## src/rtl/pipe_ctrl_pkg.sv

```systemverilog
// -----------------------------------------------------------------------------
// pipe_ctrl_pkg
//   Shared constants for the pipeline controller: PC-select encodings, FSM state
//   encodings and default parameter values for the mult/div busy timing and
//   the exception entry address.
// -----------------------------------------------------------------------------
package pipe_ctrl_pkg;

  // PC mux select
  localparam logic [1:0] PC_SEL_SEQ     = 2'b00;  // sequential / branch target
  localparam logic [1:0] PC_SEL_HANDLER = 2'b01;  // exception handler entry
  localparam logic [1:0] PC_SEL_EPC     = 2'b10;  // return address from EPC

  // Controller FSM states
  localparam logic [1:0] ST_RUN = 2'd0;
  localparam logic [1:0] ST_EXC = 2'd1;
  localparam logic [1:0] ST_RET = 2'd2;

  // Defaults
  localparam int unsigned MULT_CYC_DEF   = 5;
  localparam int unsigned DIV_CYC_DEF    = 10;
  localparam logic [31:0] HANDLER_PC_DEF = 32'h0000_4180;

endpackage

```

## src/rtl/pipe_ctrl_md_busy_cnt.sv

```systemverilog
// -----------------------------------------------------------------------------
// md_busy_cnt
//   Tracks occupancy of the iterative multiply/divide unit. A load sets the
//   down-counter to MULT_CYC or DIV_CYC; busy_o is high while it is non-zero.
//   The counter saturates at zero. A load while busy simply reloads.
//
// Ports
//   clk     in   clock
//   reset   in   synchronous active-high reset (clears the counter)
//   load_i  in   start a new operation this cycle
//   div_i   in   qualifies load_i: 1 = divide, 0 = multiply
//   busy_o  out  unit occupied (registered)
// -----------------------------------------------------------------------------
module md_busy_cnt
  import pipe_ctrl_pkg::*;
#(
  parameter int unsigned MULT_CYC = MULT_CYC_DEF,
  parameter int unsigned DIV_CYC  = DIV_CYC_DEF
) (
  input  logic clk,
  input  logic reset,
  input  logic load_i,
  input  logic div_i,
  output logic busy_o
);

  localparam int unsigned MAX_CYC = (MULT_CYC > DIV_CYC) ? MULT_CYC : DIV_CYC;
  localparam int unsigned CNT_W   = (MAX_CYC < 1) ? 1 : $clog2(MAX_CYC + 1);

  logic [CNT_W-1:0] cnt_q;
  logic [CNT_W-1:0] cnt_d;

  always_comb begin
    // NOTE: default assignment first so every path writes cnt_d; no latch.
    cnt_d = cnt_q;
    if (load_i) begin
      cnt_d = div_i ? CNT_W'(DIV_CYC) : CNT_W'(MULT_CYC);
    end else if (cnt_q != '0) begin
      cnt_d = cnt_q - CNT_W'(1);
    end
  end

  always_ff @(posedge clk) begin
    // NOTE: non-blocking assignment for state so all flops update together.
    if (reset) begin
      cnt_q <= '0;
    end else begin
      cnt_q <= cnt_d;
    end
  end

  assign busy_o = (cnt_q != '0);

endmodule

```

## src/rtl/pipe_ctrl.sv

```systemverilog
// -----------------------------------------------------------------------------
// pipe_ctrl
//   Pipeline controller: pipe-register enables/clears, PC select, mult/div
//   interlock and a small RUN/EXC/RET FSM that squashes the W slot the cycle
//   after an exception or eret redirect.
//
// Priority each cycle: exc_m > eret_m (RUN only) > stall > normal.
// During reset all combinational outputs take the normal (run) values.
//
// Ports
//   clk         in   clock
//   reset       in   synchronous active-high reset
//   hz_stall_d  in   data-hazard stall from D-stage hazard logic
//   md_start_e  in   mult/div instruction in E
//   md_div_e    in   1 = divide, 0 = multiply (with md_start_e)
//   md_use_d    in   D-stage instruction needs the mult/div unit or HI/LO
//   exc_m       in   exception / interrupt taken at M
//   eret_m      in   eret at M
//   en_pc/en_d  out  PC and D-pipe write enables
//   clr_d/e/m/w out  synchronous pipe-register clears
//   pc_sel      out  PC mux select (see pipe_ctrl_pkg)
//   md_busy     out  mult/div unit occupied
//   state       out  FSM state (debug)
//   stall_cnt   out  stall cycle count   (only with PIPE_CTRL_PERF_EN)
//   flush_cnt   out  flush request count (only with PIPE_CTRL_PERF_EN)
//
// Build option: define PIPE_CTRL_PERF_EN to add the 32-bit perf counters.
// -----------------------------------------------------------------------------
module pipe_ctrl
  import pipe_ctrl_pkg::*;
#(
  parameter int unsigned MULT_CYC   = MULT_CYC_DEF,
  parameter int unsigned DIV_CYC    = DIV_CYC_DEF,
  parameter logic [31:0] HANDLER_PC = HANDLER_PC_DEF
) (
  input  logic        clk,
  input  logic        reset,
  input  logic        hz_stall_d,
  input  logic        md_start_e,
  input  logic        md_div_e,
  input  logic        md_use_d,
  input  logic        exc_m,
  input  logic        eret_m,
  output logic        en_pc,
  output logic        en_d,
  output logic        clr_d,
  output logic        clr_e,
  output logic        clr_m,
  output logic        clr_w,
  output logic [1:0]  pc_sel,
  output logic        md_busy,
  output logic [1:0]  state
`ifdef PIPE_CTRL_PERF_EN
  ,
  output logic [31:0] stall_cnt,
  output logic [31:0] flush_cnt
`endif
);

  // The handler address itself is muxed in the fetch stage; the controller only
  // selects it. Kept as a parameter so both agree on one definition.
  logic unused_handler_pc;
  assign unused_handler_pc = ^HANDLER_PC;

  logic [1:0] state_q;
  logic [1:0] state_d;
  logic       stall;

  // A flushed multiply/divide must not occupy the unit.
  md_busy_cnt #(
    .MULT_CYC (MULT_CYC),
    .DIV_CYC  (DIV_CYC)
  ) u_md_busy_cnt (
    .clk    (clk),
    .reset  (reset),
    .load_i (md_start_e & ~exc_m),
    .div_i  (md_div_e),
    .busy_o (md_busy)
  );

  // md_start_e is included so the D instruction waits even in the issue cycle,
  // before the counter has been loaded.
  assign stall = hz_stall_d | (md_use_d & (md_busy | md_start_e));

  always_comb begin
    en_pc   = 1'b1;
    en_d    = 1'b1;
    clr_d   = 1'b0;
    clr_e   = 1'b0;
    clr_m   = 1'b0;
    clr_w   = 1'b0;
    pc_sel  = PC_SEL_SEQ;
    state_d = ST_RUN;   // EXC and RET always fall back to RUN
    if (!reset) begin
      // The M slot flushed by last cycle's redirect now sits in W.
      clr_w = (state_q != ST_RUN);
      if (exc_m) begin
        clr_d   = 1'b1;
        clr_e   = 1'b1;
        clr_m   = 1'b1;
        pc_sel  = PC_SEL_HANDLER;
        state_d = ST_EXC;
      end else if (eret_m && (state_q == ST_RUN)) begin
        clr_d   = 1'b1;
        clr_e   = 1'b1;
        pc_sel  = PC_SEL_EPC;
        state_d = ST_RET;
      end else if (stall) begin
        en_pc = 1'b0;
        en_d  = 1'b0;
        clr_e = 1'b1;   // bubble into E while D holds
      end
    end
  end

  always_ff @(posedge clk) begin
    if (reset) begin
      state_q <= ST_RUN;
    end else begin
      state_q <= state_d;
    end
  end

  assign state = state_q;

`ifdef PIPE_CTRL_PERF_EN
  logic [31:0] stall_cnt_q;
  logic [31:0] flush_cnt_q;

  always_ff @(posedge clk) begin
    if (reset) begin
      stall_cnt_q <= '0;
      flush_cnt_q <= '0;
    end else begin
      if (stall)           stall_cnt_q <= stall_cnt_q + 32'd1;
      if (exc_m | eret_m)  flush_cnt_q <= flush_cnt_q + 32'd1;
    end
  end

  assign stall_cnt = stall_cnt_q;
  assign flush_cnt = flush_cnt_q;
`endif

endmodule

```

## config.mk

```make
export PLATFORM = sky130hd
export DESIGN_NAME = pipe_ctrl
export DESIGN_NICKNAME = d
export VERILOG_FILES = /design/src/rtl/pipe_ctrl_pkg.sv /design/src/rtl/pipe_ctrl_md_busy_cnt.sv /design/src/rtl/pipe_ctrl.sv
export SDC_FILE = /design/constraint.sdc
export NUM_CORES = 1
export LEC_CHECK = 0
export CORE_AREA = 4 4 41 43
export DETAILED_ROUTE_END_ITERATION = 6
export DIE_AREA = 0 0 45 47
export GPL_TIMING_DRIVEN = 0
export SYNTH_ARGS = -nofsm -noshare
export SYNTH_HDL_FRONTEND = slang
export SYNTH_SLANG_ARGS = --single-unit
```

## constraint.sdc

```tcl
create_clock -name clk -period 2.3 [get_ports clk]
set_input_delay 0.46 -clock clk [delete_from_list [all_inputs] [get_ports clk]]
set_output_delay 0.46 -clock clk [all_outputs]
set_load 0.1 [all_outputs]
```

======== Word level (Yosys, flattened, before mapping) ========
Cells that the tools add are included.
operators by class
  reduce and logical (&&, ||, !) cells .... 5
  shift operators ......................... 0
  add/sub/neg operators ................... 1
  bitwise gates (word level) .............. 5
  div/mod/pow operators ................... 0
  equal/unequal tests ..................... 0
  muxes and demuxes ....................... 20
  multiply operators ...................... 0
  order comparisons ....................... 0
operators with widths
  cell                   number
  $mux W1                14
  $mux W4                3
  $mux W2                3
  $reduce_bool A2 Y1     2
  $reduce_bool A4 Y1     1
  $sub A4 B1 Y4 const B  1
  $and A1 B1 Y1          2
  $logic_not A2 Y1       1
  $or A1 B1 Y1           2
  $logic_and A1 B1 Y1    1
  $not A1 Y1             1
storage, ports and cells
  memories ................................ 0
  latch bits .............................. 0
  bits in registers ....................... 6
  bits in read-only memories .............. 0
  memory bits (writable) .................. 0
  bits of input ports ..................... 8
  word-level logic and storage cells ...... 33
  output and inout port bits .............. 11

======== Depth between registers and ports, before layout ========
  word-level depth ........................ 8
  depth in mapped cells ................... 6
  depth with buffers taken out ............ 5

======== Cells and area by module ========
A second synthesis with hierarchy kept.
second synthesis, totals
  cell total of the unflattened synthesis .. 43
  area total of the unflattened synthesis .. 374.1 um2
modules (own cells, without submodules)
  module       area an instance (um2)  sequential area each (um2)  cells an instance  times used
  md_busy_cnt  232.7                   80.1                        26                 1
  pipe_ctrl    141.4                   40.0                        17                 1

======== Worst setup path before layout ========
No wires, ideal clock.
  path kind ............................... reg2out
  start point ............................. reg state_q[1] (netlist: state[1])
  end point ............................... out pc_sel[1]
  path buffers ............................ 0
  arrival ................................. 3.054 ns
  setup slack ............................. -1.214 ns
  stages on the path, launching flop included .. 4
  data required time ...................... 1.840 ns
  path through ............................ dfxtp_1 -> nor2_1 -> nand2_1 -> nor3_1
on the way
  word-level cells in the longest chain between the ends .. 5
ends and longest elaborated chain
  what                      RTL line          text
  start: declaration        pipe_ctrl.sv:65   logic [1:0] state_q;
  start signal: assignment  pipe_ctrl.sv:120  state_q <= state_d;
  $logic_not A2 Y1          pipe_ctrl.sv:103  end else if (eret_m && (state_q == ST_RUN)) begin
  $logic_and A1 B1 Y1       pipe_ctrl.sv:103
  $mux W2                   pipe_ctrl.sv:103
  $mux W2                   pipe_ctrl.sv:97   if (exc_m) begin
  $mux W2                   pipe_ctrl.sv:94   if (!reset) begin
  end: declaration          pipe_ctrl.sv:50   output logic [1:0] pc_sel,
Every way passes these cells.

======== Worst setup path after layout ========
  start point ............................. reg u_md_busy_cnt.cnt_q[0]
  end point ............................... out en_pc
on the way
  word-level cells in the longest chain between the ends .. 8
ends and longest elaborated chain
  what                      RTL line                     text
  start: declaration        pipe_ctrl_md_busy_cnt.sv:30  logic [CNT_W-1:0] cnt_q;
  start signal: assignment  pipe_ctrl_md_busy_cnt.sv:48  cnt_q <= cnt_d;
  $reduce_bool A4 Y1        pipe_ctrl_md_busy_cnt.sv:52  assign busy_o = (cnt_q != '0);
  $or A1 B1 Y1              pipe_ctrl.sv:83              assign stall = hz_stall_d | (md_use_d & (md_busy | md_start_e));
  $and A1 B1 Y1             pipe_ctrl.sv:83
  $or A1 B1 Y1              pipe_ctrl.sv:83
  $mux W1                   pipe_ctrl.sv:108             end else if (stall) begin
  $mux W1                   pipe_ctrl.sv:103
  $mux W1                   pipe_ctrl.sv:97
  $mux W1                   pipe_ctrl.sv:94
  end: declaration          pipe_ctrl.sv:44              output logic en_pc,
Every way passes these cells.

==> flow_summary.json <==
{
  "status": "complete, no violations",
  "r2r_start": "u_md_busy_cnt.cnt_q[0]",
  "drtPass1Iterations": 3,
  "finalMaxSlewViolations": 0,
  "start_util_pct": 28.7,
  "finalCriticalPeriod_ns": 2.30,
  "cts_root_buf": "clkbuf_4",
  "max_slew_margin_pct": 35.5,
  "cp.required_ns": 1.84,
  "die_h_um": 47,
  "grt_usage_pct": 11.8,
  "routabilityCongestion": 0.723,
  "ys_warn_count": 0,
  "timing.final.ws_setup_ns": 0.00304,
  "setup_viol": 0,
  "core_um2": 1300,
  "cts_buffers": 3,
  "num-nets-final": 79,
  "synthCells": 43,
  "critical_path.max_stage_delay_ns": 0.46,
  "post-place-ws_ns": -1.16,
  "worstMarginPinSlew_ns": 0.964,
  "cp_top_family": "simple AND/OR/NAND/NOR gates",
  "overflow": 0,
  "design_area_um2": 701,
  "drc_errors": 0,
  "grt_max_degree": 11,
  "cts_max_path_buffers": 2,
  "p_leak_nw": 0.301,
  "synth_largest_area_cell": "dfxtp_1",
  "grt_pass1_wl_um": 1710,
  "drive_above_1_share_pct": 55.2,
  "io_buffers": 18,
  "yosysMostFrequentCell": "dfxtp_1",
  "dp_hpwl_um": 763,
  "cp.arrival_ns": 1.84,
  "path_common_cell": "buf_12",
  "ir_drop_mv": 0.886,
  "drv_cap": 0,
  "syn_area_um2": 373,
  "row_count": 13,
  "hold_depth": 2,
  "startpoint_type": "flop",
  "vias": 395,
  "finalClockSkew_ns": 0.00148,
  "wl_um": 1010,
  "reg2reg_to": "u_md_busy_cnt.cnt_q[1]",
  "path_max_fanout": 4,
  "postCtsHoldBufs": 0,
  "cts_tree": "done",
  "via_per_inst": 4.82,
  "worst-setup-path-type": "reg2out",
  "initialDrtViolationCount": 5,
  "crit_path_cell_trace": "inv_4, ha_4, or4b_4, a21oi_4, or3b_4, buf_12, buf_12",
  "regToRegSetupSlack_ns": 0.77,
  "synth_top_area_share_pct": 32.2,
  "diodes": 0,
  "fmaxAchievable_ghz": 0.435,
  "ios": 19,
  "min_to": "state[1]",
  "cp_slowest_cell": "or4b_4",
  "min_from": "exc_m",
  "p_per_area_nw_per_um2": 1250,
  "die_x_um": 45,
  "antenna_found_initial": 0,
  "syn_nets": 53,
  "synth_edf_count": 0,
  "grt_pass1_vias": 399,
  "r2r_cells": 6,
  "synth_seq_cells": 6,
  "end_kind": "output port",
  "yosys-top-cells-count": "dfxtp_1 (6), a21oi_1 (5), nor2_1 (4)",
  "synth_cell_type_count": 25,
  "yosysSeqAreaShare_pct": 32.2,
  "synthFlopType": "dfxtp_1",
  "fill_cells": 132,
  "synth_area_leaders": "dfxtp_1 (32%), a21oi_1 (6.7%), ha_1 (6.7%)",
  "worstSkewPairLatency_ns": 0.25,
  "htree_levels": 1,
  "final_antenna_net_count": 0,
  "period_share_pct": 99.9,
  "cp-startpoint": "u_md_busy_cnt.cnt_q[0]",
  "syn_avg_cell_area_um2": 8.67,
  "syn2layout_area_growth_pct": 87.9,
  "path_clk_slew_ns": 0.05,
  "place_area_um2": 623,
  "clock_sinks": 6,
  "hold_path.class": "in2reg",
  "rsz0062_at_grt": "true",
  "cp_num_buf_inv": 3,
  "hold_viol_final": 0,
  "postSynth.asyncResetShare_pct": 0,
  "final.setup.tns_ns": 0,
  "power_mw": 0.878,
  "dieArea_um2": 2120,
  "avgRoutedWirePerCell_um": 12.3,
  "final_core_util_pct": 53.8
}
-- layout make-up --
class	instances	area, um2	share of cell area, %
multi-input combinational	31	270	38.6
buffer	4	43.8	6.25
tap	15	18.8	2.68
clock buffer	3	22.5	3.21
sequential	6	133	18.9
timing repair buffer	21	203	28.9
inverter	2	10.0	1.43
-- stage by stage --
step | hold slack [ns] | instances
3_5_place_dp | 0.506 | 76
5_1_grt | 0.571 | 82
3_3_place_gp | 0.498 | 76
2_1_floorplan | 0.479 | 43
4_1_cts | 0.573 | 81
6_report | 0.555 | 82
-- how the worst max path moves through the flow --
stage                     end  slack (ns)  cells after the start
detailed placement      en_pc       -1.16                      6
CTS                     en_pc       -0.08                      7
global placement        en_pc       -1.15                      6
floorplan           pc_sel[1]       -0.12                      2
finish                  en_pc       0.003                      7
global route            en_pc       -0.08                      7
-- repair_timing --
item                       CTS  global route
resized for setup           54            12
setup endpoints to repair    9             9
setup buffers                2             1
pin swaps                    2             3
-- state kept, by name, indices dropped and copies added (netlist names) --
signal / count
u_md_busy_cnt.cnt_q: 4
state: 2
-- logic make-up after synthesis --
group                    synth area share (%)
AND/OR/NAND/NOR                          25.2
XOR/XNOR                                 4.70
flip-flops                               32.2
buffers and inverters                    10.1
adder cells (fa/ha/maj)                  6.71
AO/OA/AOI/OAI                            21.1
-- cell usage in the layout, fill, tap and decap left out, types with 2 or more instances in the layout --
master / count
clkdlybuf4s50_1: 7
clkbuf_4: 6
buf_4: 4
buf_12: 3
buf_2: 3
dfxtp_4: 3
nor2_1: 2
nand2_1: 2
nor2_2: 2
a21oi_2: 2
nand2b_1: 2
a21oi_1: 2
dfxtp_1: 2
-- worst register-to-register path, delay by kind of cell, from the launching register on --
family / cells / cell delay [ns]
AO/OA/AOI/OAI: 2 / 0.42
adder cells (fa/ha/maj): 1 / 0.11
buffers and inverters: 2 / 0.20
flip-flops: 1 / 0.36
AND/OR/NAND/NOR: 1 / 0.35
-- layer usage --
metal,global-route usage (%),routed length [um],vias to the layer above
met1,12.8,393,176
met4,7.02,18,0
met3,6.51,120,4
met5,0,0,-
met2,18.1,474,15
li1,-,-,200
-- power breakdown --
group / switching, mW / total (mW) / leakage [nW] / internal (mW)
registers: 0.0437 / 0.189 / 0.0518 / 0.146
clock network: 0.0409 / 0.100 / 0.0138 / 0.0592
logic: 0.351 / 0.589 / 0.235 / 0.239
No activity file was read; power rests on OpenSTA's default activity.
